### src/rtl/multicycle_shifter_pkg.sv
// Shared encodings for the shifter and the ALU that feeds it:
// FSM states and the la/lr operand-select constants.
package multicycle_shifter_pkg;

    typedef enum logic [1:0] {
        IDLE  = 2'd0,
        SHIFT = 2'd1,
        DONE  = 2'd2
    } state_t;

    // la: shift kind
    localparam logic LOGIC = 1'b0;
    localparam logic ARITH = 1'b1;

    // lr: shift direction
    localparam logic LEFT  = 1'b0;
    localparam logic RIGHT = 1'b1;

    // Bit shifted into the vacated position. Only an arithmetic right shift
    // replicates the sign; every other combination fills with zero.
    function automatic logic fill_bit(input logic la, input logic lr, input logic sign);
        return (la == ARITH && lr == RIGHT) ? sign : 1'b0;
    endfunction

endpackage

### src/rtl/multicycle_shifter_shift_step.sv
// One-position shifter. Purely combinational; the top module applies it
// once per cycle to walk the working register toward the final result.
module shift_step
    import multicycle_shifter_pkg::*;
#(
    parameter int BITWIDTH = 32
) (
    input  logic [BITWIDTH-1:0] operand,
    input  logic                la,
    input  logic                lr,
    input  logic                sign,
    output logic [BITWIDTH-1:0] shifted
);

    logic fill;

    // Shift by exactly one bit in the requested direction with the proper fill.
    always_comb begin
        fill    = fill_bit(la, lr, sign);
        shifted = '0;
        if (lr == RIGHT) begin
            shifted = {fill, operand[BITWIDTH-1:1]};
        end else begin
            shifted = {operand[BITWIDTH-2:0], 1'b0};
        end
    end

endmodule

### src/rtl/multicycle_shifter.sv
// Multicycle barrel-shifter replacement: shifts one bit per clock, so an
// N-position shift completes N+1 cycles after the request is accepted.
//
// Handshake: a transfer happens on a rising edge where valid && ready are
// both high. in_ready is high only in IDLE with flush low; out_valid is high
// only in DONE and, once high, result and out_valid hold until out_ready.
// flush beats both handshakes on the same edge.
module multicycle_shifter
    import multicycle_shifter_pkg::*;
#(
    parameter int BITWIDTH = 32
) (
    input  logic                        clk,
    input  logic                        rst_n,
    input  logic                        flush,
    input  logic                        in_valid,
    output logic                        in_ready,
    input  logic [BITWIDTH-1:0]         data,
    input  logic                        la,
    input  logic                        lr,
    input  logic [$clog2(BITWIDTH)-1:0] shift_number,
    output logic                        out_valid,
    input  logic                        out_ready,
    output logic [BITWIDTH-1:0]         result,
    output logic                        busy,
    output logic [1:0]                  dbg_state
);

    localparam int SW = $clog2(BITWIDTH);
    localparam logic [SW-1:0] CNT_ONE = SW'(1);

    state_t state;
    state_t state_next;

    logic [BITWIDTH-1:0] work;
    logic [BITWIDTH-1:0] work_step;
    logic [SW-1:0]       count;
    logic                la_q;
    logic                lr_q;
    logic                sign_q;
    logic                accept;

    assign accept    = in_valid && in_ready;
    assign in_ready  = (state == IDLE) && !flush;
    assign out_valid = (state == DONE);
    assign busy      = (state != IDLE);
    assign result    = work;
    assign dbg_state = state;

    // Single-bit step driven from the captured operand controls, never the live inputs.
    shift_step #(
        .BITWIDTH (BITWIDTH)
    ) u_shift_step (
        .operand (work),
        .la      (la_q),
        .lr      (lr_q),
        .sign    (sign_q),
        .shifted (work_step)
    );

    // State register.
    always_ff @(posedge clk or negedge rst_n) begin
        if (!rst_n) begin
            state <= IDLE;
        end else begin
            state <= state_next;
        end
    end

    // Next-state logic; flush returns to IDLE from anywhere.
    always_comb begin
        state_next = state;
        unique case (state)
            IDLE: begin
                if (accept) begin
                    state_next = (shift_number == '0) ? DONE : SHIFT;
                end
            end
            SHIFT: begin
                if (count == CNT_ONE) begin
                    state_next = DONE;
                end
            end
            DONE: begin
                if (out_ready) begin
                    state_next = IDLE;
                end
            end
            default: state_next = IDLE;
        endcase
        if (flush) begin
            state_next = IDLE;
        end
    end

    // Operand capture, working register and remaining-shift counter.
    always_ff @(posedge clk or negedge rst_n) begin
        if (!rst_n) begin
            work   <= '0;
            count  <= '0;
            la_q   <= LOGIC;
            lr_q   <= LEFT;
            sign_q <= 1'b0;
        end else if (flush) begin
            count <= '0;
        end else if (accept) begin
            work   <= data;
            count  <= shift_number;
            la_q   <= la;
            lr_q   <= lr;
            sign_q <= data[BITWIDTH-1];
        end else if (state == SHIFT) begin
            work  <= work_step;
            count <= count - CNT_ONE;
        end
    end

endmodule
### config.mk
export PLATFORM = sky130hd
export DESIGN_NAME = multicycle_shifter
export DESIGN_NICKNAME = d
export VERILOG_FILES = /design/src/rtl/multicycle_shifter_pkg.sv /design/src/rtl/multicycle_shifter_shift_step.sv /design/src/rtl/multicycle_shifter.sv
export SDC_FILE = /design/constraint.sdc
export NUM_CORES = 1
export LEC_CHECK = 0
export CORE_ASPECT_RATIO = 0.9
export CORE_MARGIN = 2
export CORE_UTILIZATION = 49
export CTS_BUF_LIST = sky130_fd_sc_hd__clkbuf_4
export CTS_CLUSTER_DIAMETER = 100
export DETAILED_ROUTE_END_ITERATION = 12
export PLACE_DENSITY = 0.86
export REMOVE_ABC_BUFFERS = 1
export SLEW_MARGIN = 20
export SYNTH_ARGS = -nofsm -noshare
export SYNTH_HDL_FRONTEND = slang
export SYNTH_HIERARCHICAL = 1
export SYNTH_SLANG_ARGS = --single-unit
### constraint.sdc
create_clock -name clk -period 1.9 [get_ports clk]
set_input_delay 0.38 -clock clk [delete_from_list [all_inputs] [get_ports clk]]
set_output_delay 0.38 -clock clk [all_outputs]
set_load 0.05 [all_outputs]
==> results of run 1 <==
==> critical path, stage by stage, from the launching register on <==
cell	delay, ns
dfrtp_2	0.44
or2_2	0.33
nor2_2	0.15
buf_12	0.15
==> registers in the layout, indices dropped and copies added, names as in the netlist <==
name       cells
dbg_state      2
count          5
sign_q         1
lr_q           1
result        32
la_q           1
==> synthesized netlist by cell type, types with 6 or more instances <==
cell | count | share of area [%]
a21oi_1 | 7 | 1.3
dfrtp_1 | 42 | 38
mux2_2 | 6 | 2.5
mux2_4 | 27 | 15
mux2i_1 | 33 | 12
nand2_1 | 34 | 4.7
nor2_1 | 8 | 1.1
o21ai_1 | 22 | 4.0
o21ai_2 | 10 | 3.2
==> metal layers <==
metal	track usage (%)	routed length, um	up-vias
li1	-	-	1031
met1	25.2	2620	1033
met2	36.1	3000	56
met3	4.44	358	7
met4	5.46	50	0
met5	0	0	-
==> worst max path at each step <==
stage,from,cells after the start,slack [ns],to
finish,dbg_state[0],3,0.10,in_ready
global route,dbg_state[0],3,0.05,in_ready
CTS,dbg_state[0],3,0.009,in_ready
detailed placement,in_valid,6,-0.07,count[2]
global placement,flush,4,-0.03,sign_q
floorplan,dbg_state[0],4,-1.28,count[1]
==> cell type report <==
cell class / count / area (um2) / share of cell area, %
multi-input combinational: 180 / 1460 / 40.5
sequential: 42 / 1050 / 29.3
timing repair buffer: 95 / 905 / 25.1
tap: 67 / 83.8 / 2.33
clock buffer: 6 / 45.0 / 1.25
clock inverter: 2 / 33.8 / 0.939
inverter: 5 / 18.8 / 0.522
==> repair_timing <==
| action | 4_1_cts | 5_1_grt |
|---|---|---|
| setup endpoints to repair | 2 | 1 |
| resized for setup | 4 | 0 |
| cloned | 0 | 0 |
| setup buffers | 1 | 1 |
==> cell families (layout without fill, tap and decap cells) <==
group	Yosys count	count (layout)	share of synthesized area [%]
flip-flops	42	42	38.4
AO/OA/AOI/OAI	53	53	12.5
buffers and inverters	24	108	8.41
adder cells (fa/ha/maj)	2	2	0.914
multiplexers	66	66	29.4
AND/OR/NAND/NOR	59	59	10.4
==> stage by stage <==
step	util (%)	power (W)	hold WS (ns)	std cells	TNS (ns)
finish	67.7	0.00530	0.0348	397	0
global route	67.7	0.00561	0.0595	397	0
CTS	67.5	0.00535	0.0423	396	0
detailed placement	65.8	0.00476	0.452	387	-0.348
global placement	65.8	0.00468	0.445	387	-0.117
floorplan	-	0.00381	0.0844	227	-49.70
==> power by group <==
part	switching, W	leakage, nW	internal [W]	total (W)
sequential	0.000372	0.539	0.00122	0.00159
clock	0.000293	0.0433	0.000288	0.000581
combinational	0.00181	1.04	0.00132	0.00313
==> summary.md, run 1 <==
| Metric | Value |
|---|---|
| Ys async rst share | 100% |
| Die width | 82.8 um |
| Rows | 25 |
| Power density cells | 1470 nW/um2 |
| CTS clk-pin slew, worst paths | 0.12 ns |
| CTS Hold Bufs | 0 |
| Layout area overhead | 31.5% |
| Critical Path RT | 1.52 ns |
| Mapped Cells | 246 |
| Overall die height | 74.9 um |
| Diodes inserted | 0 |
| Port bufs | 80 |
| Critical Path Fanout Max | 4 |
| Routed length per placed instance | 15.2 um |
| Post-synth cell types | 38 |
| Die area | 6200 um2 |
| Tcrit/Tclk final | 94.5% |
| Rel. slew slack | 56.4% |
| Primary FF master, synth | dfrtp_1 |
| Post-synthesis sequential area ratio | 38.4% |
| Area after DPL | 3500 um2 |
| IO Pins | 81 |
| Leakage power | 1.62 nW |
| Root Driver | clkbuf_4 |
| Final WS setup | 0.105 ns |
| Most common cell after layout, fill and taps aside | buf_4 |
| Post-synthesis register bit count | 42 |
| Fmax | 557 MHz |
| Antenna violations before repair | 0 |
| Worst Skew | 0.0103 ns |
| YS warnings | 6 |
| Netlist Area Pre-Place | 2740 um2 |
| Fin area | 3600 um2 |
| GR Overflow Total | 0 |
| Vias in the first global route | 2133 |
| DP HPWL | 4.30 mm |
| Clock sinks | 42 |
| TritonCTS Buffers | 5 |
| Wirelength, routed | 6.03 mm |
| DRT iter0 DRCs | 66 |
| Slew Limit Fails | 0 |
| CP endpoint kind | output pin |
| ANT nets after route | 0 |
| Max Cap Violations | 0 |
| Syn_area_per_cell | 11.1 um2 |
| Final setup fails | 0 |
| Core area | 5320 um2 |
| Tightest Hold Check Type | input pin to asynchronous set/reset pin |
| Actual slew at the worst max-slew pin | 0.655 ns |
| Peak VDD IR | 848 uV |
| RSZ-0062 raised after global routing | no |
| Gr usage total | 20.3% |
| Drt pass-1 iters | 4 |
| Min Tclk post-route | 1.80 ns |
| Flop-to-flop setup slack | 0.17 ns |
| H-Tree Depth | 2 |
| Most frequent cells in the layout | 44 x buf_4, 42 x clkdlybuf4s50_1, 39 x dfrtp_1, 34 x nand2_1, 33 x mux2i_1 |
| Worst endpoint data arrival time | 1.42 ns |
| # nets final | 375 |
| Clock buffer depth | 2 |
| DRC | 0 |
| RR Startpoint | dbg_state[1] |
| Final GP Congestion | 0.750 |
| Status | finished, final reports clean |
| Routed vias/inst | 5.36 |
| Layout cells sized above 1 | 34.2% |
| Vias | 2127 |
| First-pass GRT wire length | 9.69 mm |
| R2R depth | 6 |
| Clock latency on the worst-skew pair | 0.36 ns |
| Initial Util | 51.5% |
| FF-to-FF End | count[1] |
| Number of enable flip-flop cells after synthesis | 0 |
| Fill cell count | 418 |
| Startpoint Class | flop |
| Final Hold Vio Count | 0 |
| Largest net degree at the start of global routing | 44 |
| TritonCTS clock tree | built |
| Pre-CTS setup slack | -0.0710 ns |
| WS Path Type | flop to output pin |
Note: power is estimated with default switching activity, not from simulation.
==> run 2, diff against run 1 <==
ABC_AREA = 1   (was unset)
CTS_BUF_LIST = sky130_fd_sc_hd__clkbuf_2   (was sky130_fd_sc_hd__clkbuf_4)
==> run 2 against run 1 <==
  * Power up 21%
  * Final area down 4.5%
  * Critical path depth rose by 1
  * Die area down 3.9%
  * Register-to-register slack improved by 0.31 ns
  * Synthesized cell count up 51%
  * Core utilization down 1.9 points
  * First-iteration DRC count increased to 3.6 times the previous value
  * Routed wire length up 8.4%
  * Clock-buffer cell count decreased by 1
==> summary.md, run 2 <==
| Metric | Value |
|---|---|
| Critical-path cell list | nor2_4, nand2_1, inv_1, buf_12 |
| Max Cap Violations | 0 |
| Final setup fails | 0 |
| Max reg flops | 32 |
| Sw frac | 55.9% |
| Slew Limit Fails | 0 |
| Crit path max-delay cell type | dfrtp_1 |
| Core area | 5220 um2 |
| Ys async rst share | 100% |
| Die area | 5960 um2 |
| Most common cell after layout, fill and taps aside | nand2_1 |
| Clk pwr share | 6.2% |
| Cell with the most instances after synthesis | nand2_1 |
| Vias | 2625 |
| R2R depth | 6 |
| Vias in the first global route | 2449 |
| # nets final | 494 |
| Fmax | 562 MHz |
| GR Util met3 | 4.30% |
| Clock buffer depth | 2 |
| Post-synthesis register bit count | 42 |
| Syn_area_per_cell | 7.07 um2 |
| RSZ-0062 raised after global routing | no |
| Post-CTS Setup Bufs | 0 |
| IO Pins | 81 |
| Overall die height | 73.4 um |
| Cell taking the most area after synthesis | dfrtp_1 |
| GR Util met1 | 28.4% |
| DRT iter0 DRCs | 237 |
| Tcrit/Tclk final | 93.6% |
| DRC | 0 |
| Power density cells | 1860 nW/um2 |
| Die width | 81.1 um |
| GR Overflow Total | 0 |
| Hold Crit Endpoint | la_q |
| H-Tree Depth | 2 |
| Rows | 25 |
| Post-synth top cells | 183 x nand2_1, 43 x nor2_1, 42 x dfrtp_1, 24 x a31oi_1, 16 x inv_1 |
| YS warnings | 6 |
| Worst endpoint data arrival time | 1.40 ns |
| First-pass GRT wire length | 10.7 mm |
| Antenna violations before repair | 0 |
| Min Tclk post-route | 1.78 ns |
| Startpoint Class | flop |
| Logic pwr share | 66.1% |
| Tightest Hold Check Type | input pin to flop |
| Cells on Worst Hold Path | 3 |
| Pre-CTS setup slack | 0.138 ns |
| Wirelength, routed | 6.54 mm |
| Delay-heaviest family, CP | flip-flops |
| RR Startpoint | dbg_state[1] |
| Leakage power | 1.73 nW |
| Status | finished, final reports clean |
| Layout cells sized above 1 | 16.7% |
| DP HPWL | 4.83 mm |
| TritonCTS clock tree | built |
| Largest net degree at the start of global routing | 43 |
| Final Hold Vio Count | 0 |
| Critical Path Fanout Max | 6 |
| Port bufs | 80 |
| Hold Startpoint | la |
| FF-to-FF End | result[31] |
| Clock sinks | 42 |
| Max incr delay on CP | 0.50 ns |
| Final WS setup | 0.121 ns |
| ANT nets after route | 0 |
| CTS clk-pin slew, worst paths | 0.22 ns |
| Netlist Area Pre-Place | 2620 um2 |
| Worst Skew | 0.0237 ns |
| CP endpoint kind | output pin |
| Critical Path RT | 1.52 ns |
| Initial Util | 50.2% |
| Switching power | 0.00358 W |
| Root Driver | clkbuf_2 |
| Actual slew at the worst max-slew pin | 0.674 ns |
| Primary FF master, synth | dfrtp_1 |
| Clock latency on the worst-skew pair | 0.41 ns |
| WS Path Type | flop to output pin |
| CP bufs+invs | 2 |
| Share of Yosys cell area claimed by the top area cell type | 40.1% |
| Layout area overhead | 30.9% |
| Routed length per placed instance | 12.7 um |
| Drt pass-1 iters | 4 |
| Most frequent cells in the layout | 183 x nand2_1, 43 x nor2_1, 42 x dfrtp_1, 42 x clkdlybuf4s50_1, 40 x buf_4 |
| Synth top area cells | dfrtp_1 40%, nand2_1 26%, nor2_1 6.2%, a31oi_1 5.7%, buf_6 4.3% |
| Diodes inserted | 0 |
| Final GP Congestion | 0.782 |
| Internal power | 0.00282 W |
| Mapped Cells | 371 |
| Busiest grt layer | met2 |
| Grt met2 use | 39.9% |
| Sequential share of power | 27.8% |
| Peak VDD IR | 1060 uV |
| Routed vias/inst | 5.09 |
| Gr usage total | 22.8% |
| Setup_tns | 0 ns |
| Number of enable flip-flop cells after synthesis | 0 |
| Post-synth cell types | 21 |
| Post-synthesis sequential area ratio | 40.1% |
| Rel. slew slack | 55.1% |
| TritonCTS Buffers | 5 |
| Flop-to-flop setup slack | 0.48 ns |
[run 2: worst reg2reg max path, stage by stage (launching register included)]
cell	delay [ns]
dfrtp_1	0.50
nor2_4	0.20
nand3_4	0.13
inv_4	0.16
buf_12	0.15
nand2_1	0.08
a31oi_1	0.15
[run 2: worst max path at each step]
stage	from	to	slack, ns	depth (start not counted)
floorplan	dbg_state[1]	out_valid	0.04	2
global placement	flush	result[2]	0.20	7
detailed placement	flush	result[27]	0.14	7
CTS	dbg_state[1]	in_ready	0.11	4
global route	dbg_state[1]	in_ready	0.03	4
finish	dbg_state[1]	in_ready	0.12	4
[run 2: cells by family (layout without fill, tap and decap cells)]
family,Yosys count,count (layout),share of synthesized area (%)
buffers and inverters,39,117,9.54
AND/OR/NAND/NOR,250,250,38.1
flip-flops,42,42,40.1
adder cells (fa/ha/maj),2,2,0.954
AO/OA/AOI/OAI,37,37,11.0
XOR/XNOR,1,1,0.334
[run 2: through the flow]
step / area [um2] / utilization [%] / power (W) / std cells / hold WS, ns
after floorplan: 2450 / - / 0.00467 / 350 / 0.0844
after global placement: 3390 / 64.8 / 0.00590 / 507 / 0.447
after detailed placement: 3390 / 64.8 / 0.00603 / 507 / 0.456
after CTS: 3440 / 65.8 / 0.00640 / 516 / 0.472
after global routing: 3440 / 65.8 / 0.00686 / 516 / 0.475
final: 3440 / 65.8 / 0.00640 / 516 / 0.472
[run 2: repair_timing]
item / CTS / global route
endpoints found under the setup margin: 1 / 0
resized for setup: 1 / 0
hold endpoints to repair: 20 / 0
hold buffers: 1 / 0
[run 2: power by group through the flow]
stage | registers [W] | logic (W) | clock network, W
floorplan | 0.00297 | 0.00170 | 0
global placement | 0.00178 | 0.00411 | 0
detailed placement | 0.00179 | 0.00424 | 0
CTS | 0.00177 | 0.00424 | 0.000393
global route | 0.00184 | 0.00459 | 0.000431
finish | 0.00178 | 0.00423 | 0.000395
[run 2: cell type report]
| type | instances | area [um2] |
|---|---|---|
| clock buffers | 5 | 25.0 |
| clock inverters | 3 | 16.3 |
| fillers | 453 | 1790 |
| inverters | 18 | 72.6 |
| multi-input cells | 290 | 1320 |
| flip-flops and latches | 42 | 1050 |
| well taps | 67 | 83.8 |
| repair buffers | 91 | 865 |
[run 2: per-layer routing]
layer  vias to the layer above  part of all wire (%)
li1                       1327                     -
met1                      1192                    43
met2                        93                    49
met3                        13                   6.1
met4                         0                   1.9
met5                         -                     0
==> run 3, diff against run 2 <==
--- a/config.mk
+++ b/config.mk
@@ -10,7 +10,7 @@
 export CORE_MARGIN = 2
-export CORE_UTILIZATION = 49
-export CTS_BUF_LIST = sky130_fd_sc_hd__clkbuf_2
-export CTS_CLUSTER_DIAMETER = 100
+export CORE_UTILIZATION = 47
+export CTS_BUF_LIST = sky130_fd_sc_hd__clkbuf_16
+export CTS_CLUSTER_DIAMETER = 40
 export DETAILED_ROUTE_END_ITERATION = 12
-export PLACE_DENSITY = 0.86
+export PLACE_DENSITY = 0.83
 export REMOVE_ABC_BUFFERS = 1
--- a/constraint.sdc
+++ b/constraint.sdc
@@ -3,2 +3,2 @@
 set_output_delay 0.38 -clock clk [all_outputs]
-set_load 0.05 [all_outputs]
+set_load 0.01 [all_outputs]
==> run 3 against run 2 <==
  * Critical path depth fell by 1
  * Hold slack got worse by 0.34 ns
  * Power shrank 9.8%
  * Fmax fell by 2.9%
  * Clock skew is 0.022 ns lower
  * Clock power up 100%
  * Clock-buffer cell count is the same
==> summary.md, run 3 (synthesis results as in run 2) <==
| Metric | Value |
|---|---|
| Rows | 25 |
| Layout cells sized above 1 | 9.58% |
| Core area | 5320 um2 |
| Post-CTS Setup Bufs | 0 |
| Area after DPL | 3450 um2 |
| Vias in the first global route | 2433 |
| Critical Path RT | 1.52 ns |
| Critical-path cell list | inv_1, nor2_1, clkdlybuf4s50_1 |
| Wirelength, routed | 6.68 mm |
| Max reg flops | 32 |
| Largest net degree at the start of global routing | 35 |
| Initial Util | 49.3% |
| Tcrit/Tclk final | 96.5% |
| Actual slew at the worst max-slew pin | 0.665 ns |
| CP endpoint kind | output pin |
| Port bufs | 80 |
| GR Overflow Total | 0 |
| Worst endpoint data arrival time | 1.45 ns |
| Max Cap Violations | 0 |
| Most frequent cells in the layout | 183 x nand2_1, 78 x clkdlybuf4s50_1, 42 x nor2_1, 41 x dfrtp_1, 24 x a31oi_1 |
| First-pass GRT wire length | 10.7 mm |
| Root Driver | clkbuf_16 |
| Final WS setup | 0.0674 ns |
| DP HPWL | 4.81 mm |
| Crit path max-delay cell type | clkdlybuf4s50_1 |
| Overall die height | 74.9 um |
| Max incr delay on CP | 0.55 ns |
| Layout area overhead | 36.9% |
| IO Pins | 81 |
| Clock sinks | 42 |
| Power density cells | 1610 nW/um2 |
| Pre-CTS setup slack | -0.0492 ns |
| Min Tclk post-route | 1.83 ns |
| Startpoint Class | flop |
| Leakage power | 1.74 nW |
| Peak VDD IR | 941 uV |
| Drt pass-1 iters | 4 |
| Antenna violations before repair | 0 |
| Fmax | 546 MHz |
| CTS clk-pin slew, worst paths | 0.06 ns |
| Clock buffer depth | 2 |
| Final Hold Vio Count | 0 |
| RSZ-0062 raised after global routing | no |
| Rel. slew slack | 55.6% |
| Worst Skew | 0.00195 ns |
| ANT nets after route | 0 |
| Clock latency on the worst-skew pair | 0.27 ns |
| Delay-heaviest family, CP | buffers and inverters |
| Routed length per placed instance | 13.0 um |
| WS Path Type | flop to output pin |
| Tightest Hold Check Type | input pin to asynchronous set/reset pin |
| # nets final | 495 |
| Most common cell after layout, fill and taps aside | nand2_1 |
| Die width | 82.8 um |
| Slew Limit Fails | 0 |
| DRC | 0 |
| Vias | 2662 |
| Critical Path Fanout Max | 6 |
| Gr usage total | 22.2% |
| CP bufs+invs | 2 |
| Routed vias/inst | 5.16 |
| DRT iter0 DRCs | 253 |
| Finished Core Util | 67.5% |
| TritonCTS Buffers | 5 |
| Fin area | 3590 um2 |
| H-Tree Depth | 2 |
| Status | finished, final reports clean |
| Diodes inserted | 0 |
| Final setup fails | 0 |
| Final GP Congestion | 0.811 |
| Die area | 6200 um2 |
| TritonCTS clock tree | built |
-- run 3: cell types whose count changed in the layout (fill, tap and decap cells not counted), moves of 3 or more --
cell,previous run,this run
clkdlybuf4s50_1,42,78
buf_12,6,3
buf_4,40,9
clkbuf_2,5,0
clkbuf_16,0,5
-- run 3: power breakdown --
| part | internal [W] | switching, W |
|---|---|---|
| logic | 0.00153 | 0.00164 |
| clock network | 0.000474 | 0.000321 |
| registers | 0.00132 | 0.000479 |
| total | 0.00333 | 0.00244 |
-- run 3: metrics by stage --
step | cells | setup TNS, ns | hold WS, ns | power, W
after floorplan | 350 | 0 | 0.0844 | 0.00354
after global placement | 509 | -0.0358 | 0.448 | 0.00484
after detailed placement | 509 | -0.0492 | 0.462 | 0.00496
after CTS | 516 | 0 | 0.160 | 0.00578
after global routing | 516 | 0 | 0.184 | 0.00626
final | 516 | 0 | 0.132 | 0.00577
-- run 3: timing repair --
item,CTS,global route
endpoints found under the setup margin,1,2
cloned,0,0
hold buffers,0,0
gates resized for setup,1,2
-- run 3: worst paths after layout --
check	start	end	slack [ns]	cells after the start
max	dbg_state[1]	out_valid	0.07	3
min	rst_n	result[5]	0.13	1
max reg2reg	dbg_state[1]	result[2]	0.40	7
min reg2reg	sign_q	sign_q	0.49	2
max in group asynchronous	rst_n	result[28]	1.14	2
min in group clk	sign_q	sign_q	0.49	2
-- run 3: area by class of cell --
class,count,area [um2]
tap,67,83.8
clock buffer,5,125
inverter,18,72.6
timing repair buffer,92,922
multi-input combinational,290,1330
sequential,42,1050
clock inverter,2,10.0
fill,484,1730
-- run 3: layer usage --
metal | vias to the layer above | part of all wire [%] | track usage (%)
li1 | 1324 | - | -
met1 | 1239 | 44 | 29.6
met2 | 89 | 49 | 37.1
met3 | 10 | 5.7 | 3.60
met4 | 0 | 1.5 | 7.10
met5 | - | 0 | 0
